<file path="src/rtl/bram_arbiter.sv">
// bram_arbiter: two-port round-robin arbiter and access formatter for the
// 32-bit data BRAM. Port 0 is the load/store unit, port 1 the loader/debug
// master. Byte addresses and access sizes become a word index, byte enables
// and lane-aligned store data. Responses (zero-extended load data or an
// error flag) appear exactly one cycle after a request is accepted.
module bram_arbiter #(
    parameter int DEPTH   = 32768,
    parameter bit RR_INIT = 1'b1
) (
    input  logic        clk,
    input  logic        rst,

    input  logic        req_valid_0,
    output logic        req_ready_0,
    input  logic        req_we_0,
    input  logic [1:0]  req_size_0,
    input  logic [31:0] req_addr_0,
    input  logic [31:0] req_wdata_0,

    input  logic        req_valid_1,
    output logic        req_ready_1,
    input  logic        req_we_1,
    input  logic [1:0]  req_size_1,
    input  logic [31:0] req_addr_1,
    input  logic [31:0] req_wdata_1,

    output logic        rsp_valid_0,
    output logic [31:0] rsp_rdata_0,
    output logic        rsp_err_0,

    output logic        rsp_valid_1,
    output logic [31:0] rsp_rdata_1,
    output logic        rsp_err_1,

    output logic [3:0]  mem_w_enable,
    output logic [31:0] mem_r_addr,
    output logic [31:0] mem_w_addr,
    output logic [31:0] mem_w_data,
    input  logic [31:0] mem_r_data
);

    typedef enum logic [1:0] {
        SZ_BYTE = 2'd0,
        SZ_HALF = 2'd1,
        SZ_WORD = 2'd2,
        SZ_ILL  = 2'd3
    } size_e;

    // Everything the response cycle needs to know about the accepted request.
    typedef struct packed {
        logic       port;
        logic       we;
        size_e      size;
        logic [1:0] off;
        logic       err;
    } stage_t;

    localparam logic [31:0] DEPTH_W = 32'(DEPTH);

    logic        last_grant_q, last_grant_d;
    logic        stage_valid_q, stage_valid_d;
    stage_t      stage_q, stage_d;

    logic        grant_0, grant_1, accept;
    logic        sel_we;
    size_e       sel_size;
    logic [31:0] sel_addr, sel_wdata;
    logic [1:0]  sel_off;
    logic [29:0] sel_word;
    logic        sel_err;
    logic [3:0]  be_base;
    logic [31:0] rsp_lane, rsp_data;

    // Round-robin grant: a lone requester wins, a tie goes to the port that
    // did not win last time; nothing is granted while reset is held.
    always_comb begin
        // NOTE: every combinational output gets a default first so that no
        // path through the block leaves it unassigned (no inferred latch).
        grant_0 = 1'b0;
        grant_1 = 1'b0;
        if (!rst) begin
            if (req_valid_0 && req_valid_1) begin
                if (last_grant_q) grant_0 = 1'b1;
                else              grant_1 = 1'b1;
            end else if (req_valid_0) begin
                grant_0 = 1'b1;
            end else if (req_valid_1) begin
                grant_1 = 1'b1;
            end
        end
    end

    assign req_ready_0 = grant_0;
    assign req_ready_1 = grant_1;
    assign accept      = grant_0 | grant_1;

    // Select the granted request and decode address, alignment and range.
    always_comb begin
        sel_we    = grant_1 ? req_we_1    : req_we_0;
        sel_size  = size_e'(grant_1 ? req_size_1 : req_size_0);
        sel_addr  = grant_1 ? req_addr_1  : req_addr_0;
        sel_wdata = grant_1 ? req_wdata_1 : req_wdata_0;
        sel_off   = sel_addr[1:0];
        sel_word  = sel_addr[31:2];
        sel_err   = 1'b0;
        be_base   = 4'b0000;
        case (sel_size)
            SZ_BYTE: be_base = 4'b0001;
            SZ_HALF: begin
                be_base = 4'b0011;
                sel_err = sel_off[0];
            end
            SZ_WORD: begin
                be_base = 4'b1111;
                sel_err = (sel_off != 2'd0);
            end
            default: sel_err = 1'b1;
        endcase
        if ({2'b00, sel_word} >= DEPTH_W) sel_err = 1'b1;
    end

    // Drive the BRAM during the grant cycle; only error-free stores write.
    always_comb begin
        mem_r_addr   = 32'd0;
        mem_w_enable = 4'b0000;
        mem_w_data   = 32'd0;
        if (accept) begin
            mem_r_addr = {2'b00, sel_word};
            if (sel_we && !sel_err) begin
                mem_w_enable = be_base << sel_off;
                mem_w_data   = sel_wdata << {sel_off, 3'b000};
            end
        end
    end

    assign mem_w_addr = mem_r_addr;

    // Next-state for the round-robin pointer and the response stage.
    always_comb begin
        last_grant_d  = accept ? grant_1 : last_grant_q;
        stage_valid_d = accept;
        stage_d       = accept ? '{port: grant_1, we: sel_we, size: sel_size,
                                   off: sel_off, err: sel_err}
                               : stage_q;
    end

    // Control state: reset restores the pointer and drops any in-flight response.
    always_ff @(posedge clk) begin
        // NOTE: state is updated with non-blocking assignments so every
        // register samples values from before this edge.
        if (rst) begin
            last_grant_q  <= RR_INIT;
            stage_valid_q <= 1'b0;
        end else begin
            last_grant_q  <= last_grant_d;
            stage_valid_q <= stage_valid_d;
        end
    end

    // Stage payload: meaningful only while stage_valid_q is set.
    always_ff @(posedge clk) begin
        // NOTE: the payload is deliberately not reset; the valid bit alone
        // qualifies it, which keeps reset fan-out off the datapath.
        stage_q <= stage_d;
    end

    // Extract the addressed lane from the BRAM word and zero-extend it.
    always_comb begin
        rsp_lane = mem_r_data >> {stage_q.off, 3'b000};
        case (stage_q.size)
            SZ_BYTE: rsp_lane = {24'd0, rsp_lane[7:0]};
            SZ_HALF: rsp_lane = {16'd0, rsp_lane[15:0]};
            default: rsp_lane = rsp_lane;
        endcase
        rsp_data = (stage_q.we || stage_q.err) ? 32'd0 : rsp_lane;
    end

    assign rsp_valid_0 = stage_valid_q && !rst && !stage_q.port;
    assign rsp_valid_1 = stage_valid_q && !rst &&  stage_q.port;
    assign rsp_rdata_0 = rsp_valid_0 ? rsp_data : 32'd0;
    assign rsp_rdata_1 = rsp_valid_1 ? rsp_data : 32'd0;
    assign rsp_err_0   = rsp_valid_0 && stage_q.err;
    assign rsp_err_1   = rsp_valid_1 && stage_q.err;

endmodule
</file>
<file path="config.mk">
export PLATFORM = sky130hd
export DESIGN_NAME = bram_arbiter
export DESIGN_NICKNAME = d
export VERILOG_FILES = /design/src/rtl/bram_arbiter.sv
export SDC_FILE = /design/constraint.sdc
export NUM_CORES = 1
export LEC_CHECK = 0
export BUFFER_PORTS_ARGS = -buffer_cell sky130_fd_sc_hd__buf_4
export CORE_AREA = 2 2 131 133
export CTS_BUF_LIST = sky130_fd_sc_hd__clkbuf_16
export DETAILED_ROUTE_END_ITERATION = 8
export DIE_AREA = 0 0 133 135
export SLEW_MARGIN = 10
export SYNTH_ARGS = -nofsm -noshare
export SYNTH_HDL_FRONTEND = slang
export SYNTH_SLANG_ARGS = --single-unit
export TNS_END_PERCENT = 100
</file>
<file path="constraint.sdc">
create_clock -name clk -period 6.82 [get_ports clk]
set_clock_uncertainty 0.2 [all_clocks]
set_input_delay 0.341 -clock clk [delete_from_list [all_inputs] [get_ports clk]]
set_output_delay 0.341 -clock clk [all_outputs]
set_load 0.02 [all_outputs]
</file>
==> impl_metrics.ini <==
[timing]
hold_viol = 0
max_slew.worst_pin.slew_ns = 1.05
fin_crit_sh = 0.674
setup_tns_ns = 0
timing.final.crit_period_ns = 4.60
fmax_mhz = 218
slew_violations = 0
rsz0062_at_grt = false
finalSetupViolations = 0
relSlewSlack = 0.296

[synth]
async_flop_share = 0
synth_top_family_by_area = simple AND/OR/NAND/NOR gates
synth_mux_area_frac = 0.209
syn_inst = 582
synthAdderAreaFrac = 0.0143
ys_types = 45
synth_edf_count = 7
synth_compound_area_frac = 0.183
synthXorXnorAreaFrac = 0
postSynthRegisterBits = 9
yosysWarnings = 0
netlist_area_um2 = 3500
post_synth_and_or_nand_nor_area_fraction = 0.388
seq_area_frac_synth = 0.0714
avgSynthCellArea_um2 = 6.02
synthFlopType = edfxtp_1

[route]
wl_per_cell_um = 18.1
dr.pass1.iters = 4
routed_wl_um = 19400
via_per_inst = 4.79
vias = 5157
drc_errors = 0
dr.first_iter.drc_count = 211
antenna_left = 0

[clocking]
cts_tree = done
cts.path.max_buffers = 2
clock_sinks = 9
insertion_delay_ns = 0.24
ctsHoldBuffers = 0
cts_root_buf = clkbuf_16
cts_made_buffers = 3
cts-resized-gates = 0
h-tree-depth = 1
post_cts_buffers = 0
clk_pin_slew_ns = 0.04

[worst_setup_path]
cp_max_fo = 54
worst-endpoint-required_ns = 6.28
cp_common_cell = nand2_1
r2r.worst_path.cells = 11
crit_slowest_cell = nor3_1
crit_chain = a21boi_2 > nand2_2 > buf_4 > inv_2 > nand2_1 > nand2_1 > ha_1 > nor4_1 > nand2_1 > nor3_1 > o211ai_1 > a21oi_1 > buf_4
critPathArrivalTime_ns = 4.05
end_kind = output pin
worstSetupPathType = flop to output pin
startpoint_type = flop
r2r_end = stage_q[0]
crit_buf_inv = 3
r2r_setup_slack_ns = 3.74
crit_path_max_incr_delay_ns = 0.54
regToRegStartpoint = last_grant_q
crit_family = simple AND/OR/NAND/NOR gates

[layout]
antenna_cells = 0
drive_above_1_share = 0.424
nNetsFinal = 1031
final_common_cell = buf_4
final_area_um2 = 6020
regArea_um2 = 250
fill_cells = 1792
layout_common_cells = buf_4 (339), nand2_1 (155), mux2i_1 (63), nor2_1 (59), a21oi_1 (55)
area_growth_pct = 71.7
multi_input_area_um2 = 2810

[floorplanning]
ios = 340
dieArea_um2 = 18000
rows = 47
initial_core_util = 0.214
die_h_um = 135
die_w_um = 133
core_region_area_um2 = 16400

[power]
peakVddDrop_uv = 59.7
power_density_nw_per_um2 = 83.6
p_leak_uw = 0.00313

[grt]
grt_pass1_wl_um = 27300
grt_overflow_total = 0
antenna_found_initial = 0
grt_start_max_net_pins = 76
grt_pass1_vias = 4862
track_usage = 0.196

[hold_path]
min_path_cells = 2
hp-class = primary input to flop
min_from = rst
hold_path_end = last_grant_q

[job]
max-cap-violations = 0

[placed_design]
gp_congestion = 0.972
portBuffers = 335
place_hpwl_um = 15900
place_area_um2 = 5940

[outcome]
status = complete, no violations
## state kept, by name, summed over array words and instances (netlist names)
register       cells
stage_q            7
stage_valid_q      1
last_grant_q       1
## through the flow
stage          setup WS, ns   util  instances  power (uW)  hold slack [ns]
2_1_floorplan          2.98      -        585         248            0.240
3_3_place_gp           2.41  0.362       1072         400            0.316
3_5_place_dp           2.30  0.362       1072         399            0.355
4_1_cts                2.21  0.367       1076         505            0.155
5_1_grt                1.94  0.367       1076         532            0.176
6_report               2.22  0.367       1076         503            0.156
## worst max path at each step
| stage | startpoint | endpoint | slack [ns] | depth (start not counted) |
|---|---|---|---|---|
| after floorplan | req_valid_1 | mem_w_enable[1] | 2.98 | 11 |
| after global placement | req_valid_1 | mem_w_data[18] | 2.41 | 14 |
| final | last_grant_q | mem_w_data[21] | 2.22 | 13 |
| after detailed placement | req_valid_1 | mem_w_data[21] | 2.30 | 14 |
| after global routing | last_grant_q | mem_w_data[21] | 1.94 | 13 |
| after CTS | last_grant_q | mem_w_data[21] | 2.21 | 13 |
## cell usage after synthesis (2+ instances only)
cell | instances | area, um^2
nand2_1 | 156 | 586
mux2i_1 | 63 | 631
nor2_1 | 59 | 221
a21oi_1 | 55 | 275
nand3_1 | 43 | 215
buf_4 | 35 | 263
clkbuf_1 | 20 | 75.1
and2_1 | 17 | 106
inv_1 | 13 | 48.8
o21ai_0 | 13 | 65.1
buf_1 | 10 | 37.5
o211ai_1 | 10 | 75.1
mux2_2 | 9 | 101
a21o_1 | 8 | 60.1
and3b_1 | 7 | 61.3
buf_2 | 7 | 35.0
edfxtp_1 | 7 | 210
nor2b_1 | 6 | 37.5
nor4_1 | 6 | 37.5
ha_1 | 4 | 50.1
a2111oi_0 | 3 | 26.3
a21bo_2 | 2 | 20.0
and3_1 | 2 | 12.5
dfxtp_1 | 2 | 40.0
inv_2 | 2 | 7.51
nor3_1 | 2 | 10.0
o2111ai_2 | 2 | 30.0
or4_1 | 2 | 15.0
## power by group
part,internal (uW),leakage (uW),switching [uW]
clock network,76.8,0.0000423,27.3
registers,63.9,0.0000855,4.92
logic,148,0.00300,182
total,288,0.00313,215
## final cells by class
cell class,instances,area share
inverter,15,0.00936
tap,220,0.0457
clock buffer,3,0.0125
sequential,9,0.0416
clock inverter,1,0.000624
timing repair buffer,339,0.423
multi-input combinational,489,0.467
## metal layers
| metal | GRT usage | routed length [um] | up-vias |
|---|---|---|---|
| met5 | 0 | 0 | - |
| met4 | 0.0657 | 599 | 0 |
| met3 | 0.0488 | 1710 | 31 |
| met1 | 0.207 | 7000 | 2331 |
| met2 | 0.376 | 10100 | 289 |
| li1 | - | - | 2506 |
## worst reg2reg max path: stages (launching register included)
cell	delay, ns
dfxtp_1	0.38
a21boi_2	0.11
nand2_2	0.34
buf_4	0.53
inv_2	0.08
nand2_1	0.08
nand2_1	0.13
ha_1	0.26
nor4_1	0.34
nand4_1	0.14
o31ai_1	0.11
nand3_1	0.12
## logic make-up (layout without fill, tap and decap cells)
| group | Yosys count | count (layout) |
|---|---|---|
| and+or+nand+nor | 307 | 307 |
| DFF | 9 | 9 |
| buffers and inverters | 87 | 358 |
| adders and majority gates | 4 | 4 |
| muxes | 72 | 72 |
| other | 1 | 4 |
| AOI/OAI and AO/OA | 102 | 102 |
Power figures use the tool's default switching activity.
